==> src/rtl/matmul_weight_bank.sv <==
// Signed weight store for a per-class matrix-multiply engine: one write and one
// read port, with a self-running init sequence that loads a fixed half-plane pattern.
module matmul_weight_bank #(
    parameter int WIDTH_P        = 8,
    parameter int HEIGHT_P       = 8,
    parameter int NUM_CLASSES_P  = 4,
    parameter int WEIGHT_WIDTH_P = 8,
    parameter int DEFAULT_MAG_P  = 2,
    localparam int PIX   = WIDTH_P * HEIGHT_P,
    localparam int DEPTH = NUM_CLASSES_P * PIX,
    localparam int CW    = (NUM_CLASSES_P > 1) ? $clog2(NUM_CLASSES_P) : 1,
    localparam int AW    = $clog2(PIX)
) (
    input  logic                      clk_i,
    input  logic                      reset_i,
    input  logic                      init_i,
    output logic                      busy_o,
    input  logic                      wr_valid_i,
    output logic                      wr_ready_o,
    input  logic [CW-1:0]             wr_class_i,
    input  logic [AW-1:0]             wr_addr_i,
    input  logic [WEIGHT_WIDTH_P-1:0] wr_data_i,
    input  logic                      rd_valid_i,
    input  logic [CW-1:0]             rd_class_i,
    input  logic [AW-1:0]             rd_addr_i,
    output logic                      rd_valid_o,
    output logic [WEIGHT_WIDTH_P-1:0] rd_data_o,
    output logic                      rd_err_o
);

    localparam int IW = $clog2(DEPTH);
    localparam int XW = $clog2(WIDTH_P);
    localparam logic [WEIGHT_WIDTH_P-1:0] MAG_POS = WEIGHT_WIDTH_P'(DEFAULT_MAG_P);
    localparam logic [WEIGHT_WIDTH_P-1:0] MAG_NEG = WEIGHT_WIDTH_P'(-DEFAULT_MAG_P);

    typedef enum logic {ST_INIT, ST_READY} state_t;

    state_t  state, state_d;
    logic [IW-1:0] cnt, cnt_d;

    // NOTE: state registers use non-blocking assignments so every flop samples
    // pre-edge values regardless of block ordering.
    always_ff @(posedge clk_i or posedge reset_i) begin
        if (reset_i) begin
            state <= ST_INIT;
            cnt   <= '0;
        end else begin
            state <= state_d;
            cnt   <= cnt_d;
        end
    end

    // NOTE: every combinational output gets a default first so no path leaves
    // it unassigned and no latch is inferred.
    always_comb begin
        state_d = state;
        cnt_d   = '0;
        case (state)
            ST_INIT: begin
                if (cnt == IW'(DEPTH - 1)) state_d = ST_READY;
                else                       cnt_d   = cnt + 1'b1;
            end
            ST_READY: begin
                if (init_i) state_d = ST_INIT;
            end
            default: state_d = ST_INIT;
        endcase
    end

    assign busy_o     = (state == ST_INIT);
    assign wr_ready_o = (state == ST_READY);

    // Init pattern: the MSB of y / x within the pixel address selects the half-plane.
    logic [31:0]               init_cls;
    logic                      y_hi, x_hi;
    logic [WEIGHT_WIDTH_P-1:0] init_data;

    always_comb begin
        init_cls  = 32'(cnt >> AW);
        y_hi      = cnt[AW-1];
        x_hi      = cnt[XW-1];
        init_data = '0;
        case (init_cls)
            32'd0:   init_data = y_hi ? MAG_NEG : MAG_POS;
            32'd1:   init_data = y_hi ? MAG_POS : MAG_NEG;
            32'd2:   init_data = x_hi ? MAG_NEG : MAG_POS;
            32'd3:   init_data = x_hi ? MAG_POS : MAG_NEG;
            default: init_data = '0;
        endcase
    end

    logic                      wr_in_range, rd_in_range;
    logic [IW-1:0]             wr_idx, rd_idx;
    logic                      mem_we;
    logic [IW-1:0]             mem_waddr;
    logic [WEIGHT_WIDTH_P-1:0] mem_wdata;

    // Class-major layout with power-of-2 PIX makes the index a plain concatenation.
    assign wr_in_range = 32'(wr_class_i) < NUM_CLASSES_P;
    assign rd_in_range = 32'(rd_class_i) < NUM_CLASSES_P;
    assign wr_idx      = IW'({wr_class_i, wr_addr_i});
    assign rd_idx      = IW'({rd_class_i, rd_addr_i});

    always_comb begin
        if (busy_o) begin
            mem_we    = 1'b1;
            mem_waddr = cnt;
            mem_wdata = init_data;
        end else begin
            mem_we    = wr_valid_i & wr_in_range;
            mem_waddr = wr_idx;
            mem_wdata = wr_data_i;
        end
    end

    logic [WEIGHT_WIDTH_P-1:0] mem [DEPTH];

    // NOTE: the array has no reset; its contents are rebuilt by the init sequence,
    // which keeps it mappable onto block RAM.
    always_ff @(posedge clk_i) begin
        if (mem_we) mem[mem_waddr] <= mem_wdata;
    end

    logic rd_acc;
    assign rd_acc = rd_valid_i & wr_ready_o;

    // Reading mem here sees the pre-edge contents, so a same-entry write returns old data.
    always_ff @(posedge clk_i or posedge reset_i) begin
        if (reset_i) begin
            rd_valid_o <= 1'b0;
            rd_data_o  <= '0;
            rd_err_o   <= 1'b0;
        end else begin
            rd_valid_o <= rd_acc;
            rd_err_o   <= rd_acc & ~rd_in_range;
            if (rd_acc) rd_data_o <= rd_in_range ? mem[rd_idx] : '0;
        end
    end

endmodule

==> config.mk <==
export PLATFORM = sky130hd
export DESIGN_NAME = matmul_weight_bank
export DESIGN_NICKNAME = d
export VERILOG_FILES = /design/src/rtl/matmul_weight_bank.sv
export SDC_FILE = /design/constraint.sdc
export NUM_CORES = 2
export LEC_CHECK = 0
export BUFFER_PORTS_ARGS = -buffer_cell sky130_fd_sc_hd__buf_2
export CORE_MARGIN = 4
export CORE_UTILIZATION = 42
export CTS_CLUSTER_SIZE = 24
export DETAILED_ROUTE_END_ITERATION = 10
export GPL_TIMING_DRIVEN = 0
export PLACE_DENSITY_LB_ADDON = 0.2
export SYNTH_ARGS = -nofsm -noshare
export SYNTH_HDL_FRONTEND = slang
export SYNTH_SLANG_ARGS = --single-unit
==> constraint.sdc <==
create_clock -name clk_i -period 6.07 [get_ports clk_i]
set_clock_uncertainty 0.05 [all_clocks]
set_input_delay 0.607 -clock clk_i [delete_from_list [all_inputs] [get_ports clk_i]]
set_output_delay 0.607 -clock clk_i [all_outputs]
set_load 0.02 [all_outputs]
==> flow_summary.toml <==
[floorplan]
core_area_sq_mm = 0.192
start_util_pct = 42.2
die_x_um = 447
die_height_um = 447
dieArea_sq_mm = 0.200
num_rows = 161
ios = 41

[sta]
report.final.slew_viol_count = 53
tightest_slew_ns = 1.66
timing.fmax_mhz = 185
whs_ns = 0.437
finalSetupViolations = 0
rsz0062_at_grt = "false"
post-route-period-util_pct = 89.1
slew_headroom_pct = -10.5
finalHoldViolCount = 0
fin_crit_ns = 5.41

[yosys]
synth.top_cell.area_share_pct = 75.8
synth-seq-cells = 2066
synth-main-ff-cell = "edfxtp_1"
ys_types = 76
syn_area_sq_mm = 0.0811
synthesis.nets = 4001
avgSynthCellArea_sq_um = 20.4
ys_top_cells_by_area = "edfxtp_1 76%, mux4_2 11%, mux2i_1 2.3%"
ys_seq_area_share_pct = 76.4
yosysWarningCount = 0
synth_edf_count = 2048
synth-async-reset-ratio_pct = 0.871
syn_inst = 3971
synth_top_cell_by_area = "edfxtp_1"

[power]
power.total_w = 0.0293
p_per_area_mw_per_mm2 = 318
ir_worst_vdd_mv = 0.311
p_leak_nw = 26.1

[finish]
drive_gt1_share_pct = 22.5
final_core_utilization_pct = 47.9
syn2layout_area_growth_pct = 13.5
final_nets = 4299

[route]
via_per_inst = 6.87
vias = 48086
wl_um = 340000
first_pass_iters = 7
antenna_left = 0
first_iter_violations = 10216
avgRoutedWirePerCell_um = 48.5
drc = 0

[worst_setup_path]
startpoint = "rd_addr_i[4]"
reg2reg_from = "wr_ready_o$_DFF_PP0_"
timing.rr.end = "mem[127][1]$_DFFE_PP_"
ff2ff_path_depth = 6
start_kind = "input pin"
worstPathArrival_ns = 6.02
cp-endpoint = "rd_data_o[1]$_DFFE_PP0P_"
worstSetupEndpointType = "register"
cp_max_fo = 10
ff2ff_setup_slack_ns = 1.03
critical_path_class = "in -> reg"
required_ns = 6.68

[cts]
cts_resized = 0
clockBufferDepth = 3
numCtsBuffers = 209
clockRootBuffer = "clkbuf_16"
cts_tree = "yes"
clk_pin_slew_ns = 0.06
ctsHtreeMaxLevel = 4
clk_latency_ns = 0.86
numClockSinks = 2066

[placement]
hpwl_um = 222000
io_buffer_count = 34
routabilityCongestion = 1.03

[grt]
antenna_found_initial = 40
track_usage_pct = 33.7
first_global_vias = 44225
grt_max_degree = 85
grt_pass1_wl_um = 436000
grt.overflow.total = 0

[min_path]
hp-class = "in -> reg"

[outcome]
status = "complete, but fails checks"
violations = "capacitance limit, slew limit"

[job]
drv_cap = 6
-- Yosys cell counts, types with 10 or more instances --
master	n
mux2_2	21
buf_2	60
a31oi_1	18
dfrtp_1	18
nor3_1	21
buf_4	14
buf_6	31
buf_12	16
mux4_1	21
a22oi_1	60
o21ai_1	10
inv_1	10
o21ai_0	40
a2111oi_0	13
nand3_1	56
o22ai_1	63
buf_8	17
nor2_1	323
mux4_2	412
edfxtp_1	2048
and2_1	13
nand4_1	10
a211oi_1	24
clkbuf_1	100
a21oi_1	38
mux2i_1	186
a221oi_1	21
nor4_1	11
nor2b_1	14
o221ai_1	32
nand2_1	130
-- metrics by stage --
stage | cells | setup WS, ns | TNS [ns] | area (sq um)
floorplan | 3971 | 0.806 | 0 | 81100
global placement | 6531 | -3.73 | -7055.80 | 84400
detailed placement | 6580 | 0.284 | 0 | 85600
CTS | 6964 | 1.16 | 0 | 92000
global route | 6970 | 1.08 | 0 | 92000
finish | 6998 | 0.662 | 0 | 92100
-- how the worst min path moves through the flow --
stage / startpoint / end / slack, ns / cells after the start
after floorplan: cnt[0]$_DFF_PP0_ / cnt[0]$_DFF_PP0_ / 0.46 / 1
after global placement: cnt[0]$_DFF_PP0_ / cnt[0]$_DFF_PP0_ / 0.51 / 1
after detailed placement: rd_data_o[4]$_DFFE_PP0P_ / rd_data_o[4]$_DFFE_PP0P_ / 0.54 / 2
after CTS: init_i / wr_ready_o$_DFF_PP0_ / 0.39 / 3
after global routing: init_i / wr_ready_o$_DFF_PP0_ / 0.47 / 3
final: init_i / wr_ready_o$_DFF_PP0_ / 0.44 / 3
-- registers in the layout, summed over array words and instances (netlist names) --
signal and flops:
mem 2048, wr_ready_o 1, cnt 8, rd_data_o 8
rd_valid_o 1
-- critical path: stages --
cell and delay, ns:
buf_2 0.17, inv_1 0.23, buf_2 0.68, buf_2 0.91
buf_2 0.81, buf_2 0.78, nand2_1 0.32, a32oi_1 0.29
o211ai_1 0.27, o31ai_1 0.87
-- where the power goes --
part / leakage [nW] / switching [W] / internal (W)
sequential: 16.4 / 0 / 0.0154
clock: 3.11 / 0.00558 / 0.00686
combinational: 6.65 / 0.00108 / 0.000330
total: 26.1 / 0.00665 / 0.0226
-- area by class of cell --
class                           count  area, sq um
Clock buffer                      281         5600
Timing Repair Buffer               87         1200
Multi-Input combinational cell   1650        17500
Tap cell                         2526         3160
Fill cell                       15796       100000
Sequential cell                  2066        61900
Clock inverter                    101          751
Antenna cell                       32         80.1
Buffer                            243         1780
Inverter                           12         45.0
-- layer usage --
layer | global-route usage, % | up-vias | wire length (um)
met2 | 47.2 | 4492 | 144000
met4 | 23.7 | 8 | 28400
met5 | 0 | - | 67
met1 | 43.0 | 25324 | 118000
met3 | 12.8 | 1108 | 48900
li1 | - | 17154 | -
-- kinds of logic after synthesis --
kind of cell               Yosys count  share of synthesized area, %
and+or+nand+nor                    614                          3.25
DFF                               2066                          76.4
AOI/OAI and AO/OA                  387                          3.40
buffers and inverters              255                          2.18
adders and majority gates            1                        0.0154
muxes                              641                          14.7
other                                1                       0.00462
xor gates and xnor gates             6                        0.0648
-- what timing repair did --
item | 4_1_cts | 5_1_grt
hold buffers | 2 | 0
endpoints found under the setup margin | 0 | 0
endpoints found under the hold margin | 19 | 0
buffers inserted | 0 | 0
-- placed cells by master, fill, tap and decap left out, types with 22 or more instances in the layout --
cell type  synthesis  layout
a211oi_1          24      24
edfxtp_1        2048    2048
nor2_1           323     318
o221ai_1          32      32
buf_6             31      32
mux2i_1          186     186
buf_2             60      98
buf_16             0      25
clkinv_2           0      36
nand2_1          130     124
buf_8             17      23
mux4_2           412     412
o21ai_0           40      37
o22ai_1           63      62
clkbuf_16          0     212
nand3_1           56      56
clkinv_1           2      47
buf_4             14      22
clkbuf_2           0      40
a21oi_1           38      38
diode_2            0      32
a22oi_1           60      60
clkbuf_1         100     125
buf_12            16      22
Note: power is estimated with default switching activity, not from simulation.
